==> config.mk <==
export PLATFORM = sky130hd
export DESIGN_NAME = initialization_sequence_controller
export DESIGN_NICKNAME = d
export VERILOG_FILES = /design/src/rtl/initialization_sequence_controller_pkg.sv /design/src/rtl/initialization_sequence_controller.sv
export SDC_FILE = /design/constraint.sdc
export NUM_CORES = 1
export LEC_CHECK = 0
export ABC_AREA = 0
export CELL_PAD_IN_SITES_DETAIL_PLACEMENT = 0
export CELL_PAD_IN_SITES_GLOBAL_PLACEMENT = 1
export CORE_MARGIN = 10
export CORE_UTILIZATION = 33
export CTS_BUF_LIST = sky130_fd_sc_hd__clkbuf_16
export CTS_CLUSTER_SIZE = 8
export DETAILED_ROUTE_END_ITERATION = 8
export GPL_TIMING_DRIVEN = 0
export MAX_ROUTING_LAYER = met4
export PLACE_DENSITY = 0.8
export SYNTH_ARGS = -nofsm -noshare
export SYNTH_HDL_FRONTEND = slang
export SYNTH_SLANG_ARGS = --single-unit
==> constraint.sdc <==
create_clock -name clock -period 2 [get_ports clock]
set_input_delay 0.6 -clock clock [delete_from_list [all_inputs] [get_ports clock]]
set_output_delay 0.6 -clock clock [all_outputs]
set_load 0.01 [all_outputs]
==> src/rtl/initialization_sequence_controller_pkg.sv <==
// Shared types and constants for the 8259A write-side command sequencer.
package initialization_sequence_controller_pkg;

  // Initialization progress; encodings 5..7 are illegal and recover to UNINIT.
  typedef enum logic [2:0] {
    UNINIT    = 3'd0,
    WAIT_ICW2 = 3'd1,
    WAIT_ICW3 = 3'd2,
    WAIT_ICW4 = 3'd3,
    READY     = 3'd4
  } init_state_e;

  // Bit positions inside the written data byte.
  localparam int ICW1_D4_BIT   = 4;
  localparam int OCW3_D3_BIT   = 3;
  localparam int ICW1_SNGL_BIT = 1;
  localparam int ICW1_IC4_BIT  = 0;

  // One bit per registered pulse; at most one write strobe is ever set.
  typedef struct packed {
    logic icw1;
    logic icw2;
    logic icw3;
    logic icw4;
    logic icw4_default;
    logic ocw1;
    logic ocw2;
    logic ocw3;
    logic seq_error;
  } strobe_t;

  // True for the five defined state encodings.
  function automatic logic is_legal_state(input logic [2:0] s);
    return (s <= 3'd4);
  endfunction

endpackage

==> src/rtl/initialization_sequence_controller.sv <==
// Classifies CPU writes as ICW1-4 / OCW1-3, steps the initialization
// sequence, and issues registered one-cycle strobes plus a data copy.
module initialization_sequence_controller #(
  parameter bit SEQ_ERROR_ENABLE = 1'b1
) (
  input  logic       clock,
  input  logic       reset_n,
  input  logic       write_enable,
  input  logic       address_a0,
  input  logic [7:0] internal_data_bus,
  output logic [7:0] captured_data,
  output logic       write_initial_command_word_1,
  output logic       write_initial_command_word_2,
  output logic       write_initial_command_word_3,
  output logic       write_initial_command_word_4,
  output logic       icw4_default,
  output logic       write_operation_control_word_1,
  output logic       write_operation_control_word_2,
  output logic       write_operation_control_word_3,
  output logic       initialization_done,
  output logic       sequence_error,
  output logic [2:0] init_state
);
  import initialization_sequence_controller_pkg::*;

  init_state_e state_q, state_d;
  logic        single_q, single_d;
  logic        ic4_q, ic4_d;
  strobe_t     strobe_q, strobe_d;
  logic [7:0]  data_q;
  logic        accept;

  logic is_icw1;
  assign is_icw1 = !address_a0 && internal_data_bus[ICW1_D4_BIT];

  // State and latched ICW1 configuration.
  always_ff @(posedge clock or negedge reset_n) begin
    if (!reset_n) begin
      state_q  <= UNINIT;
      single_q <= 1'b0;
      ic4_q    <= 1'b0;
    end else begin
      // NOTE: non-blocking assignments so every register samples pre-edge values.
      state_q  <= state_d;
      single_q <= single_d;
      ic4_q    <= ic4_d;
    end
  end

  // Write decode and next-state selection.
  always_comb begin
    // NOTE: defaults first so no path leaves a variable unassigned (no latch).
    state_d  = state_q;
    single_d = single_q;
    ic4_d    = ic4_q;
    strobe_d = '0;
    accept   = 1'b0;

    if (!is_legal_state(state_q)) begin
      state_d = UNINIT;
    end else if (write_enable) begin
      if (is_icw1) begin
        // ICW1 restarts the sequence from any state.
        strobe_d.icw1 = 1'b1;
        single_d      = internal_data_bus[ICW1_SNGL_BIT];
        ic4_d         = internal_data_bus[ICW1_IC4_BIT];
        state_d       = WAIT_ICW2;
      end else begin
        case (state_q)
          WAIT_ICW2: begin
            if (address_a0) begin
              strobe_d.icw2 = 1'b1;
              if (!single_q) begin
                state_d = WAIT_ICW3;
              end else if (ic4_q) begin
                state_d = WAIT_ICW4;
              end else begin
                state_d               = READY;
                strobe_d.icw4_default = 1'b1;
              end
            end else begin
              strobe_d.seq_error = SEQ_ERROR_ENABLE;
            end
          end
          WAIT_ICW3: begin
            if (address_a0) begin
              strobe_d.icw3 = 1'b1;
              if (ic4_q) begin
                state_d = WAIT_ICW4;
              end else begin
                state_d               = READY;
                strobe_d.icw4_default = 1'b1;
              end
            end else begin
              strobe_d.seq_error = SEQ_ERROR_ENABLE;
            end
          end
          WAIT_ICW4: begin
            if (address_a0) begin
              strobe_d.icw4 = 1'b1;
              state_d       = READY;
            end else begin
              strobe_d.seq_error = SEQ_ERROR_ENABLE;
            end
          end
          READY: begin
            if (address_a0) begin
              strobe_d.ocw1 = 1'b1;
            end else if (internal_data_bus[OCW3_D3_BIT]) begin
              strobe_d.ocw3 = 1'b1;
            end else begin
              strobe_d.ocw2 = 1'b1;
            end
          end
          default: begin
            // UNINIT: only ICW1 is meaningful before initialization.
            strobe_d.seq_error = SEQ_ERROR_ENABLE;
          end
        endcase
      end
      accept = (strobe_d.icw1 | strobe_d.icw2 | strobe_d.icw3 | strobe_d.icw4 |
                strobe_d.ocw1 | strobe_d.ocw2 | strobe_d.ocw3);
    end
  end

  // Registered strobes and data copy; reset cancels any pending pulse.
  always_ff @(posedge clock or negedge reset_n) begin
    if (!reset_n) begin
      strobe_q <= '0;
      data_q   <= 8'h00;
    end else begin
      strobe_q <= strobe_d;
      if (accept) begin
        data_q <= internal_data_bus;
      end
    end
  end

  // Output mapping from registered state and strobes.
  always_comb begin
    captured_data                  = data_q;
    write_initial_command_word_1   = strobe_q.icw1;
    write_initial_command_word_2   = strobe_q.icw2;
    write_initial_command_word_3   = strobe_q.icw3;
    write_initial_command_word_4   = strobe_q.icw4;
    icw4_default                   = strobe_q.icw4_default;
    write_operation_control_word_1 = strobe_q.ocw1;
    write_operation_control_word_2 = strobe_q.ocw2;
    write_operation_control_word_3 = strobe_q.ocw3;
    sequence_error                 = strobe_q.seq_error;
    initialization_done            = (state_q == READY);
    init_state                     = state_q;
  end

endmodule

Yosys cells after proc, flatten, opt, wreduce, memory -nomap -nowiden
Index checks and enable logic that the tools add are counted.
{"block": "word_totals", "reg_bits": 22, "out_inout_bits": 21}
{"block": "op_classes", "eq_ne": 9, "n_mux": 34, "n_lt_le_gt_ge": 1, "bitwise_logic": 6, "reduce_logical": 5}
{"cell": "3-bit 2-to-1 mux", "n": 9}
{"cell": "8-bit 2-to-1 mux", "n": 3}
{"cell": "9-bit 2-to-1 mux", "n": 2}
{"cell": "1-bit 2-to-1 mux", "n": 16}
{"cell": "4-bit != test (second input constant)", "n": 3}
{"cell": "3-bit case mux with 3 select lines", "n": 1}
{"cell": "3-bit by 2-bit equality test with 1-bit output (second input constant)", "n": 2}
{"cell": "1-bit OR", "n": 6}
{"cell": "5-bit by 2-bit != test with 1-bit output (second input constant)", "n": 1}
{"cell": "5-bit AND reduction", "n": 1}
{"cell": "1-bit case mux with 2 select lines", "n": 2}
{"cell": "3-bit by 1-bit equality test with 1-bit output (second input constant)", "n": 1}
{"cell": "3-bit equality test (second input constant)", "n": 1}
{"cell": "3-bit less-or-equal comparator (second input constant)", "n": 1}
{"cell": "3-bit AND reduction", "n": 1}
{"cell": "3-bit OR reduction", "n": 1}
{"cell": "2-bit 2-to-1 mux", "n": 1}
{"cell": "2-bit != test (second input constant)", "n": 1}
{"cell": "1-bit logical AND", "n": 1}
{"cell": "1-bit zero test", "n": 1}

Logic depth before layout (Yosys ltp)
{"block": "depth", "depth_word": 15, "mapped_depth": 6}

Worst setup path after synthesis
Ideal clock, no wire load.
{"block": "synth_path", "path_kind": "input port to flip-flop", "from": "in internal_data_bus[4]", "to": "reg data_q[0] (netlist: captured_data[0])", "setup_ns": 0.125, "required_time_ns": 1.875, "n_path_buf": 0, "path_slack_ns": 0.448, "cell_stages": 4, "t_arrival_ns": 1.427, "cell_sequence": "nor2_1 -> a211oi_2 -> o21ai_4 -> mux2_2"}
{"block": "synth_via", "elab_chain_cells": 12}
{"element": "start: declaration", "line_no": "initialization_sequence_controller.sv:10", "text": "input logic [7:0] internal_data_bus,"}
{"element": "1-bit logical AND *", "line_no": "initialization_sequence_controller.sv:34", "text": "assign is_icw1 = !address_a0 && internal_data_bus[ICW1_D4_BIT];"}
{"element": "1-bit 2-to-1 mux or 8-bit 2-to-1 mux (tied branches)", "line_no": "initialization_sequence_controller.sv:62", "text": "if (is_icw1) begin"}
{"element": "1-bit 2-to-1 mux or 8-bit 2-to-1 mux (tied branches)", "line_no": "initialization_sequence_controller.sv:61", "text": "end else if (write_enable) begin"}
{"element": "1-bit 2-to-1 mux or 8-bit 2-to-1 mux (tied branches)", "line_no": "initialization_sequence_controller.sv:59", "text": "if (!is_legal_state(state_q)) begin"}
{"element": "1-bit OR (4 in series)", "line_no": "initialization_sequence_controller.sv:121", "text": "accept = (strobe_d.icw1 | strobe_d.icw2 | strobe_d.icw3 | strobe_d.icw4 |"}
{"element": "1-bit OR", "line_no": "initialization_sequence_controller.sv:122", "text": "strobe_d.ocw1 | strobe_d.ocw2 | strobe_d.ocw3);"}
{"element": "1-bit OR *", "line_no": "initialization_sequence_controller.sv:122"}
{"element": "1-bit 2-to-1 mux *", "line_no": "initialization_sequence_controller.sv:61"}
{"element": "1-bit 2-to-1 mux *", "line_no": "initialization_sequence_controller.sv:59"}
{"element": "end signal: assignment", "line_no": "initialization_sequence_controller.sv:134", "text": "data_q <= internal_data_bus;"}
{"element": "end: declaration", "line_no": "initialization_sequence_controller.sv:30", "text": "logic [7:0] data_q;"}
Every way passes the cells marked *; elsewhere a longest branch is shown, timed or not. The select of a mux whose other input is x is not followed.
A chain may end at the register's enable or synchronous reset.

Final worst setup path
{"block": "layout_path", "from": "in address_a0", "to": "reg data_q[4] (netlist: captured_data[4])"}
{"block": "layout_via", "elab_chain_cells": 13}
{"element": "start: declaration", "line_no": "initialization_sequence_controller.sv:9", "text": "input logic address_a0,"}
{"element": "1-bit 2-to-1 mux or 1-bit zero test (tied branches)"}
{"element": "1-bit 2-to-1 mux or 1-bit logical AND (tied branches)", "line_no": "initialization_sequence_controller.sv:69, initialization_sequence_controller.sv:34"}
{"element": "8-bit 2-to-1 mux or 1-bit 2-to-1 mux (tied branches)", "line_no": "initialization_sequence_controller.sv:62"}
{"element": "8-bit 2-to-1 mux or 1-bit 2-to-1 mux (tied branches)", "line_no": "initialization_sequence_controller.sv:61"}
{"element": "8-bit 2-to-1 mux or 1-bit 2-to-1 mux (tied branches)", "line_no": "initialization_sequence_controller.sv:59"}
{"element": "1-bit OR (4 in series)", "line_no": "initialization_sequence_controller.sv:121"}
{"element": "1-bit OR", "line_no": "initialization_sequence_controller.sv:122"}
{"element": "1-bit OR *", "line_no": "initialization_sequence_controller.sv:122"}
{"element": "1-bit 2-to-1 mux *", "line_no": "initialization_sequence_controller.sv:61"}
{"element": "1-bit 2-to-1 mux *", "line_no": "initialization_sequence_controller.sv:59"}
Marks and branches as above.

==> results.py <==
metrics = {
    "run_status": {
        "status": "finished clean",
    },
    "clock_tree": {
        "cts_made_buffers": 3,
        "ctsRootBufferMaster": "clkbuf_16",
        "clk_pin_slew_worst_paths_ps": 50,
        "htreeDepth": 1,
        "cts_tree": "done",
        "clkLatencyLatePin_ps": 250,
        "hold_buffers": 0,
        "cts.sink_count": 22,
        "cts.path.max_buffers": 2,
    },
    "final_layout": {
        "largest_reg_flops": 8,
        "drive_gt1_frac": 0.228,
        "multiInputGateArea_sq_um": 339,
        "nNetsFinal": 128,
        "antennaDiodeCount": 0,
        "ff_latch_area_sq_um": 551,
        "fillers": 253,
        "layout_commonest_cell": "clkdlybuf4s50_1",
        "area_growth_pct": 51.0,
        "fin_util": 0.511,
        "final_cell_mix": "clkdlybuf4s50_1, dfrtp_1, mux2_2",
        "final_cells": 145,
    },
    "sta": {
        "whs_ps": 486,
        "period_share": 0.966,
        "fin_crit_ps": 1930,
        "slew_violations": 0,
        "finalWorstSetupSlack_ps": 67.3,
        "skew_ps": 3.01,
        "max_freq_mhz": 517,
        "tightest_slew_ps": 934,
        "finalHoldViolCount": 0,
        "setup_viol": 0,
        "max_slew_margin": 0.376,
    },
    "setup_path": {
        "crit_fanout": 8,
        "max_stage_delay_ps": 500,
        "end_kind": "flip-flop",
        "cp.arrival_ps": 2070,
        "crit_type": "in -> reg",
        "crit_slowest_cell": "clkdlybuf4s50_1",
        "cp_num_buf_inv": 1,
        "worst_ep_required_time_ps": 2130,
        "cpLargestDelayFamily": "buffers and inverters",
        "path_cells": "clkdlybuf4s50_1 -> nor2_2 -> a211oi_2 -> o21ai_4 -> mux2_2",
        "cp-start-kind": "input pin",
    },
    "power_and_ir_drop": {
        "powerDensity_nw_per_um2": 1350,
        "p_leak_uw": 0.000603,
        "finalPower_uw": 1870,
        "vdd_drop_max_mv": 0.879,
    },
    "die": {
        "start_util": 0.338,
        "die_w_um": 72.7,
        "die_h_um": 72.7,
        "design.die.area_sq_um": 5290,
        "io_pins": 33,
        "row_count": 19,
        "core_sq_um": 2710,
    },
    "route": {
        "dr.first_iter.drc_count": 25,
        "drc": 0,
        "avgViaCountPerCell": 4.85,
        "wl_mm": 2.19,
        "via_count": 703,
        "ant_nets": 0,
        "drt-pass1-iter-count": 4,
        "routedWlPerCell_um": 15.1,
    },
    "synth": {
        "synth_edf_count": 0,
        "syn_area_per_cell_sq_um": 12.2,
        "netlist_instances": 75,
        "synth_cell_types": 25,
        "syn_nets": 87,
        "yosysWarnings": 0,
        "synthesis.area_sq_um": 917,
        "ys_ff_latch": 22,
        "synthArstFlopShare": 1.00,
        "yosysSeqAreaShare": 0.600,
        "synth_top_flop_cell": "dfrtp_1",
    },
    "place": {
        "io_buffers": 32,
        "dp.final_hpwl_mm": 1.62,
        "post-place-ws_ps": -193,
        "dp_cells": 138,
        "finalWeightedCongestion": 0.856,
    },
    "global_routing": {
        "grtUsageTotal": 0.0833,
        "antenna_found_initial": 0,
        "grt_pass1_vias": 719,
        "grt_overflow": 0,
        "grt_max_degree": 23,
        "grt_first_pass_wirelength_mm": 3.37,
    },
    "flow_run": {
        "cap_violations": 0,
    },
    "hold_path": {
        "hp-class": "reg -> reg",
    },
}
## what timing repair did
action | 4_1_cts | 5_1_grt
gates resized for setup | 3 | 1
pin swaps | 0 | 3
setup endpoints to repair | 1 | 9
setup buffers | 0 | 4
## power by group
| part | leakage, uW | internal [uW] | switching [uW] | total (uW) |
|---|---|---|---|---|
| registers | 0.000279 | 581 | 91.6 | 672 |
| logic | 0.000288 | 455 | 338 | 792 |
| clock network | 0.0000370 | 263 | 141 | 405 |
## synth_stat cells, types with 2 or more instances
master,n,area (sq um)
a21oi_1,3,15.0
dfrtp_1,22,551
inv_1,4,15.0
mux2_2,11,124
nand2_1,5,18.8
nand2b_1,2,12.5
nor2_1,7,26.3
nor4_1,2,12.5
o21ai_0,2,10.0
o2bb2ai_1,2,17.5
## area by class of cell
type                    count  share of cell area
inverters                   5              0.0136
repair buffers             36               0.254
flip-flops and latches     22               0.397
multi-input cells          46               0.245
well taps                  31              0.0280
clock buffers               3              0.0542
plain buffers               2             0.00813
## kinds of logic after synthesis
family                 Yosys count  share of synthesized area
buffers and inverters            7                     0.0327
flip-flops                      22                      0.600
AND/OR/NAND/NOR                 25                      0.145
multiplexers                    11                      0.135
AO/OA/AOI/OAI                   10                     0.0873
## layer usage
metal | global-route usage | up-vias | part of all wire
met2 | 0.141 | 16 | 0.54
li1 | - | 340 | -
met3 | 0.0272 | 4 | 0.055
met1 | 0.0833 | 343 | 0.39
met5 | - | - | 0
met4 | 0.0443 | 0 | 0.014
## per-stage QoR
| stage | instance area, sq um | TNS [ps] |
|---|---|---|
| 2_1_floorplan | 917 | 0 |
| 3_3_place_gp | 1280 | -1390 |
| 3_5_place_dp | 1280 | -1580 |
| 4_1_cts | 1350 | 0 |
| 5_1_grt | 1390 | -0.513 |
| 6_report | 1390 | 0 |
## worst reg2reg max path, delay by kind of cell, from the launching register on
kind / cells / cell delay, ps
AOI/OAI and AO/OA: 2 / 380
buffers and inverters: 2 / 310
muxes: 1 / 380
and+or+nand+nor: 1 / 160
DFF: 1 / 370
## path summary, 6_finish.rpt
path,slack (ps),cells after the start,end,from
min reg2reg,490,1,icw4_default,ic4_q
min,490,1,icw4_default,ic4_q
max in group asynchronous,550,1,captured_data[0],reset_n
max,70,5,captured_data[4],address_a0
min in group asynchronous,870,1,captured_data[3],reset_n
max reg2reg,280,6,captured_data[4],init_state[0]
No activity file was read; power rests on OpenSTA's default activity.
